File: config.mk
export PLATFORM = sky130hd
export DESIGN_NAME = pipe_hold_ctrl_flat
export DESIGN_NICKNAME = d
export VERILOG_FILES = /design/src/rtl/pipe_hold_ctrl_if.sv /design/src/rtl/pipe_hold_ctrl.sv /design/src/flat_wrapper.sv
export SDC_FILE = /design/constraint.sdc
export NUM_CORES = 1
export LEC_CHECK = 0
export BUFFER_PORTS_ARGS = -buffer_cell sky130_fd_sc_hd__buf_2
export CAP_MARGIN = 30
export CORE_MARGIN = 3
export CORE_UTILIZATION = 40
export CTS_CLUSTER_DIAMETER = 50
export DETAILED_ROUTE_END_ITERATION = 16
export GPL_TIMING_DRIVEN = 0
export PLACE_DENSITY_LB_ADDON = 0.3
export SLEW_MARGIN = 20
export SYNTH_ARGS = -nofsm -noshare
export SYNTH_HDL_FRONTEND = slang
export SYNTH_SLANG_ARGS = --single-unit
File: constraint.sdc
create_clock -name clk -period 2.2 [get_ports clk]
set_input_delay 0.33 -clock clk [delete_from_list [all_inputs] [get_ports clk]]
set_output_delay 0.33 -clock clk [all_outputs]
set_load 0.02 [all_outputs]
File: src/rtl/pipe_hold_ctrl_if.sv
// +----------------------------------------------------------------------------+
// | pipe_hold_ctrl_if : hazard request / HoldFlag bundle for pipe_hold_ctrl     |
// | Revision: 1.0                                                              |
// +----------------------------------------------------------------------------+
`default_nettype none

interface pipe_hold_ctrl_if;
    logic       trap_req;
    logic       bus_busy;
    logic       jump_req;
    logic       load_use;
    logic [2:0] hold_if_id;
    logic [2:0] hold_id_ex;
    logic [2:0] hold_ex_mem;
    logic       timeout_err;
    logic       busy;

    // master raises hazard requests; slave is the controller producing HoldFlags
    modport master (
        output trap_req, bus_busy, jump_req, load_use,
        input  hold_if_id, hold_id_ex, hold_ex_mem, timeout_err, busy
    );

    modport slave (
        input  trap_req, bus_busy, jump_req, load_use,
        output hold_if_id, hold_id_ex, hold_ex_mem, timeout_err, busy
    );
endinterface

`default_nettype wire

File: src/rtl/pipe_hold_ctrl.sv
// +----------------------------------------------------------------------------+
// | pipe_hold_ctrl : merges trap/bus/jump/load-use into per-boundary HoldFlags |
// | Revision: 1.0                                                              |
// +----------------------------------------------------------------------------+
`default_nettype none

module pipe_hold_ctrl #(
    parameter int FLUSH_EXTRA = 1,
    parameter int TRAP_CYCLES = 2,
    parameter int BUS_TIMEOUT = 16,
    parameter int CNT_W       = 5
) (
    input  wire logic          clk,
    input  wire logic          rst,
    pipe_hold_ctrl_if.slave    hz_if
);

    localparam logic [2:0] HF_RUN   = 3'b000;
    localparam logic [2:0] HF_FLUSH = 3'b001;
    localparam logic [2:0] HF_LDUSE = 3'b010;
    localparam logic [2:0] HF_TRAP  = 3'b011;
    localparam logic [2:0] HF_BUS   = 3'b100;

    localparam logic [CNT_W-1:0] TCNT_REQ  = CNT_W'(TRAP_CYCLES - 1);
    localparam logic [CNT_W-1:0] TCNT_FULL = CNT_W'(TRAP_CYCLES);
    localparam logic [CNT_W-1:0] WCNT_TOP  = CNT_W'(BUS_TIMEOUT - 1);
    localparam logic [CNT_W-1:0] JCNT_LOAD = CNT_W'(FLUSH_EXTRA);

    typedef enum logic [1:0] {
        ST_RUN        = 2'd0,
        ST_JUMP_FLUSH = 2'd1,
        ST_TRAP_FLUSH = 2'd2,
        ST_BUS_WAIT   = 2'd3
    } state_t;

    state_t           state_q, state_d;
    logic [CNT_W-1:0] tcnt_q, tcnt_d;
    logic [CNT_W-1:0] wcnt_q, wcnt_d;
    logic [CNT_W-1:0] jcnt_q, jcnt_d;
    logic             terr_q, terr_d;
    logic [2:0]       if_id_code, id_ex_code, ex_mem_code;

    always_ff @(posedge clk or negedge rst) begin
        if (!rst) begin
            state_q <= ST_RUN;
            tcnt_q  <= '0;
            wcnt_q  <= '0;
            jcnt_q  <= '0;
            terr_q  <= 1'b0;
        end else begin
            state_q <= state_d;
            tcnt_q  <= tcnt_d;
            wcnt_q  <= wcnt_d;
            jcnt_q  <= jcnt_d;
            terr_q  <= terr_d;
        end
    end

    // A non-zero jcnt outside TRAP_FLUSH means a jump flush is still owed,
    // which is how the flush survives a bus wait with its count frozen.
    always_comb begin
        state_d     = state_q;
        tcnt_d      = tcnt_q;
        wcnt_d      = wcnt_q;
        jcnt_d      = jcnt_q;
        terr_d      = 1'b0;
        if_id_code  = HF_RUN;
        id_ex_code  = HF_RUN;
        ex_mem_code = HF_RUN;

        if (state_q == ST_TRAP_FLUSH) begin
            if_id_code  = HF_TRAP;
            id_ex_code  = HF_TRAP;
            ex_mem_code = HF_TRAP;
            wcnt_d      = '0;
            jcnt_d      = '0;
            if (tcnt_q <= CNT_W'(1)) begin
                tcnt_d  = '0;
                state_d = ST_RUN;
            end else begin
                tcnt_d  = tcnt_q - CNT_W'(1);
            end
        end else if (hz_if.trap_req) begin
            if_id_code  = HF_TRAP;
            id_ex_code  = HF_TRAP;
            ex_mem_code = HF_TRAP;
            wcnt_d      = '0;
            jcnt_d      = '0;
            if (TRAP_CYCLES > 1) begin
                tcnt_d  = TCNT_REQ;
                state_d = ST_TRAP_FLUSH;
            end else begin
                state_d = ST_RUN;
            end
        end else if (hz_if.bus_busy) begin
            if_id_code  = HF_BUS;
            id_ex_code  = HF_BUS;
            ex_mem_code = HF_BUS;
            if (wcnt_q == WCNT_TOP) begin
                terr_d  = 1'b1;
                wcnt_d  = '0;
                jcnt_d  = '0;
                tcnt_d  = TCNT_FULL;
                state_d = ST_TRAP_FLUSH;
            end else begin
                wcnt_d  = wcnt_q + CNT_W'(1);
                state_d = ST_BUS_WAIT;
            end
        end else begin
            wcnt_d  = '0;
            state_d = ST_RUN;
            if (hz_if.jump_req) begin
                if_id_code = HF_FLUSH;
                id_ex_code = HF_FLUSH;
                jcnt_d     = JCNT_LOAD;
                if (FLUSH_EXTRA > 0) begin
                    state_d = ST_JUMP_FLUSH;
                end
            end else if (jcnt_q != '0) begin
                if_id_code = HF_FLUSH;
                jcnt_d     = jcnt_q - CNT_W'(1);
                if (jcnt_q != CNT_W'(1)) begin
                    state_d = ST_JUMP_FLUSH;
                end
            end else if (hz_if.load_use) begin
                if_id_code = HF_LDUSE;
                id_ex_code = HF_FLUSH;
            end
        end
    end

    // Pipeline registers see a flush on every boundary while reset is held.
    assign hz_if.hold_if_id  = rst ? if_id_code  : HF_FLUSH;
    assign hz_if.hold_id_ex  = rst ? id_ex_code  : HF_FLUSH;
    assign hz_if.hold_ex_mem = rst ? ex_mem_code : HF_FLUSH;
    assign hz_if.timeout_err = terr_q;
    assign hz_if.busy        = (state_q != ST_RUN);

endmodule

`default_nettype wire

File: src/flat_wrapper.sv
// flat-port wrapper written by rule: the top's interface ports become plain ports
module pipe_hold_ctrl_flat 
#(
    parameter int FLUSH_EXTRA = 1,
    parameter int TRAP_CYCLES = 2,
    parameter int BUS_TIMEOUT = 16,
    parameter int CNT_W       = 5
)
  (clk, rst, hz_if_trap_req, hz_if_bus_busy, hz_if_jump_req, hz_if_load_use, hz_if_hold_if_id, hz_if_hold_id_ex, hz_if_hold_ex_mem, hz_if_timeout_err, hz_if_busy);
  pipe_hold_ctrl_if hz_if_i ();
  input  wire logic clk;
  input  wire logic rst;
  input wire logic [$bits(hz_if_i.trap_req)-1:0] hz_if_trap_req;
  input wire logic [$bits(hz_if_i.bus_busy)-1:0] hz_if_bus_busy;
  input wire logic [$bits(hz_if_i.jump_req)-1:0] hz_if_jump_req;
  input wire logic [$bits(hz_if_i.load_use)-1:0] hz_if_load_use;
  output wire logic [$bits(hz_if_i.hold_if_id)-1:0] hz_if_hold_if_id;
  output wire logic [$bits(hz_if_i.hold_id_ex)-1:0] hz_if_hold_id_ex;
  output wire logic [$bits(hz_if_i.hold_ex_mem)-1:0] hz_if_hold_ex_mem;
  output wire logic [$bits(hz_if_i.timeout_err)-1:0] hz_if_timeout_err;
  output wire logic [$bits(hz_if_i.busy)-1:0] hz_if_busy;
  assign hz_if_i.trap_req = hz_if_trap_req;
  assign hz_if_i.bus_busy = hz_if_bus_busy;
  assign hz_if_i.jump_req = hz_if_jump_req;
  assign hz_if_i.load_use = hz_if_load_use;
  assign hz_if_hold_if_id = hz_if_i.hold_if_id;
  assign hz_if_hold_id_ex = hz_if_i.hold_id_ex;
  assign hz_if_hold_ex_mem = hz_if_i.hold_ex_mem;
  assign hz_if_timeout_err = hz_if_i.timeout_err;
  assign hz_if_busy = hz_if_i.busy;
  pipe_hold_ctrl #(.FLUSH_EXTRA(FLUSH_EXTRA), .TRAP_CYCLES(TRAP_CYCLES), .BUS_TIMEOUT(BUS_TIMEOUT), .CNT_W(CNT_W)) u_core (.clk(clk), .rst(rst), .hz_if(hz_if_i));
endmodule
==> impl_summary.log <==
[metrics] result of the run: complete, no violations
[metrics] # nets final: 143
[metrics] IO Count: 17
[metrics] post-route ant nets: 0
[metrics] count of input and output buffers: 15
[metrics] worst endpoint data arrival time: 1.79 ns
[metrics] Net Sw Frac: 39.5%
[metrics] Internal: 0.000724 W
[metrics] clock latency of the later-clocked register in the worst-skew pair: 0.30 ns
[metrics] Critical Path Fanout Max: 6
[metrics] final number of hold-violating endpoints: 0
[metrics] share of the synthesized netlist area taken by xor and xnor gates: 2.43%
[metrics] most frequently used flop master after synthesis: dfrtp_1
[metrics] TritonCTS clock tree: built
[metrics] library cell used as clock root buffer: clkbuf_4
[metrics] GR Overflow Total: 0
[metrics] die width: 58.0 microns
[metrics] largest net degree at the start of global routing: 19
[metrics] number of global-route vias before repair: 924
[metrics] deepest clock path buffer count: 2
[metrics] number of DRC violations after detailed-routing iteration 0: 26
[metrics] area of the placeable core: 2520 sq um
[metrics] time the final worst path needs with I/O delays and setup: 2.12 ns
[metrics] Finished Layout Cells: 160
[metrics] antenna violations before repair: 0
[metrics] reported max-cap violation count: 0
[metrics] Netlist Area Pre-Place: 1080 sq um
[metrics] Worst slew margin: 43.4%
[metrics] global-route wire length before repair: 4.27 mm
[metrics] global placement routability congestion: 0.786
[metrics] critical path data required time: 1.87 ns
[metrics] critical path launch point type: flip-flop
[metrics] Max Fclk: 472 MHz
[metrics] global router's overall resource usage: 16.8%
[metrics] count of flip-flops with a built-in enable after synthesis: 0
[metrics] count of clock tree sinks: 18
[metrics] per-instance average area after synthesis: 10.2 sq um
[metrics] net switching power: 0.000473 W
[metrics] startpoint-to-endpoint class of the critical path: reg2out
[metrics] WL/cell: 16.2 microns
[metrics] number of clock buffers inserted by TritonCTS: 3
[metrics] area fraction in compound gates after synthesis: 18.5%
[metrics] Fin Setup TNS: 0 ns
[metrics] setup-violating endpoint count in the final report: 0
[metrics] net count of the mapped netlist: 118
[metrics] total number of H-tree levels: 1
[metrics] DRC viols: 0
[metrics] power density of the placed cells: 908 nW/um^2
[metrics] combinational family with the most area after synthesis: simple AND/OR/NAND/NOR gates
[metrics] Core Rows: 18
[metrics] total leakage power: 0.610 nW
[metrics] post-synthesis async set-or-reset flop share: 100%
[metrics] number of cells on the worst hold path: 3
[metrics] unrepaired setup endpoints after global routing: yes
[metrics] clk_skew: 0.00432 ns
[metrics] number of detailed-route iterations in the first pass: 4
[metrics] FF+latch count, synth: 18
[metrics] element type at the critical path end: primary output
[metrics] number of filler instances in the final layout: 247
[metrics] number of warnings printed during yosys synthesis: 0
[metrics] Via-to-Cell Ratio: 5.73
[metrics] Placed Instances: 151
[metrics] count of pins over their slew limit: 0
[metrics] Reg power frac: 37.5%
[metrics] Seq/Total Area, Yosys: 41.7%
[metrics] overall die height: 58.0 microns
[metrics] count of unique library cells instantiated by Yosys: 42
[metrics] largest vdd supply drop: 0.000555 V
[metrics] final worst-path cycle share: 96.4%
[metrics] part of the total power dissipated in the clock network: 17.6%
[metrics] Adder-Cell Fraction of Synth Area: 6.95%
[metrics] part of the power in combinational logic: 44.9%
[metrics] area of the die: 3360 sq um
[metrics] cell count after synthesis: 106
[metrics] depth of the worst register-to-register path: 4
[metrics] synth-to-layout area growth: 22.1%
[metrics] area fraction in and, or, nand and nor cells after synthesis: 23.8%
[metrics] Vias: 917
[metrics] starting utilization of the core area: 42.8%
[metrics] HPWL after DPL: 1.74 mm
[metrics] fraction of final layout cells sized beyond drive strength 1: 32.3%
[metrics] Worst-Margin Slew: 0.847 ns
[metrics] minimum hold slack: 0.445 ns
[metrics] Antenna Diode Count: 0
[metrics] mux share of post-synthesis cell area: 1.04%
[metrics] type of the worst min-delay path: in2reg
[metrics] Clock transition at path regs: 0.11 ns
[metrics] aggregate routed wire length: 2.59 mm
[area by class of cell]
type | count | area, sq um | share of cell area, %
repair buffers | 20 | 120 | 9.11
plain buffers | 6 | 35.0 | 2.66
well taps | 30 | 37.5 | 2.85
inverters | 7 | 26.3 | 1.99
clock buffers | 4 | 36.3 | 2.75
flip-flops and latches | 18 | 450 | 34.2
multi-input cells | 75 | 613 | 46.5
[metal layers]
metal	share of wire, %	up-vias	GRT usage (%)
li1	-	445	-
met1	46	454	21.2
met2	50	16	27.7
met5	0	-	0
met3	3.7	2	4.68
met4	0.77	0	5.30
[through the flow]
| stage | utilization, % | instance area, sq um | worst slack (ns) | total power [W] |
|---|---|---|---|---|
| final | 52.3 | 1320 | 0.0801 | 0.00120 |
| after global routing | 52.3 | 1320 | -0.0757 | 0.00129 |
| after CTS | 50.5 | 1270 | 0.0152 | 0.00119 |
| after detailed placement | 47.3 | 1190 | -0.209 | 0.000948 |
| after global placement | 47.3 | 1190 | -0.132 | 0.000925 |
| after floorplan | - | 1080 | 0.0219 | 0.000812 |
[logic make-up (layout without fill, tap and decap cells)]
kind of cell               count (synthesis)  count (layout)
adders and majority gates                  6               6
AOI/OAI and AO/OA                         24              24
muxes                                      1               1
and+or+nand+nor                           41              41
xor gates and xnor gates                   3               3
DFF                                       18              18
buffers and inverters                     13              37
[cells in the final DEF, fill, tap and decap left out, drive strengths merged, types with 2 or more instances in the layout]
master	count
nor3	4
o211ai	2
nor2b	3
a21boi	3
nand2	4
clkbuf	7
and3	2
nand3	6
nand4b	2
nor4b	3
or4	3
inv	7
a2111oi	2
xnor2	2
dfrtp	18
ha	6
o21ai	2
buf	22
a21oi	2
nor2	7
o221ai	2
[cell usage after synthesis, types with 3 or more instances]
cell | n | share of area (%)
buf_4 | 3 | 2.1
nor2_1 | 7 | 2.4
nor3_1 | 4 | 1.9
inv_1 | 7 | 2.4
nor4b_1 | 3 | 2.4
nand3_1 | 6 | 2.8
dfrtp_1 | 18 | 42
nand2_1 | 4 | 1.4
nor2b_1 | 3 | 1.7
clkbuf_1 | 3 | 1.0
ha_1 | 6 | 7.0
a21boi_0 | 3 | 2.1
[worst max-delay path, stage by stage (launching register included)]
cell	delay, ns
dfrtp_1	0.40
inv_2	0.10
ha_4	0.15
nor4b_4	0.35
a21oi_1	0.13
o211ai_1	0.19
buf_4	0.17
[power by group through the flow]
stage / sequential (W) / clock (W) / combinational (W)
detailed placement: 0.000456 / 0 / 0.000492
finish: 0.000449 / 0.000210 / 0.000537
CTS: 0.000448 / 0.000219 / 0.000522
global placement: 0.000452 / 0 / 0.000473
floorplan: 0.000440 / 0 / 0.000371
global route: 0.000458 / 0.000231 / 0.000604
[sequential cells by signal, indices dropped and copies added (netlist names)]
signal / count
u_core.jcnt_q: 5
u_core.tcnt_q: 5
u_core.wcnt_q: 5
u_core.state_q: 2
u_core.hz_if.timeout_err: 1
[path summary, 6_finish.rpt]
| kind | endpoint | start | slack, ns |
|---|---|---|---|
| setup reg to reg | u_core.jcnt_q[0] | u_core.wcnt_q[0] | 0.39 |
| max in group asynchronous | u_core.tcnt_q[0] | rst | 0.90 |
| setup / recovery | hz_if_hold_id_ex[0] | u_core.jcnt_q[1] | 0.08 |
| hold / removal | u_core.state_q[0] | hz_if_jump_req | 0.44 |
| min in group asynchronous | u_core.jcnt_q[3] | rst | 0.77 |
| hold reg to reg | u_core.wcnt_q[0] | u_core.wcnt_q[0] | 0.51 |
[repair_timing]
| item | in CTS | in global routing |
|---|---|---|
| hold buffers | 1 | 0 |
| buffers inserted | 1 | 3 |
| hold endpoints to repair | 18 | 0 |
| pin swaps | 0 | 3 |
| gates resized for setup | 7 | 8 |
| setup endpoints to repair | 6 | 12 |
Note: power is estimated with default switching activity, not from simulation.
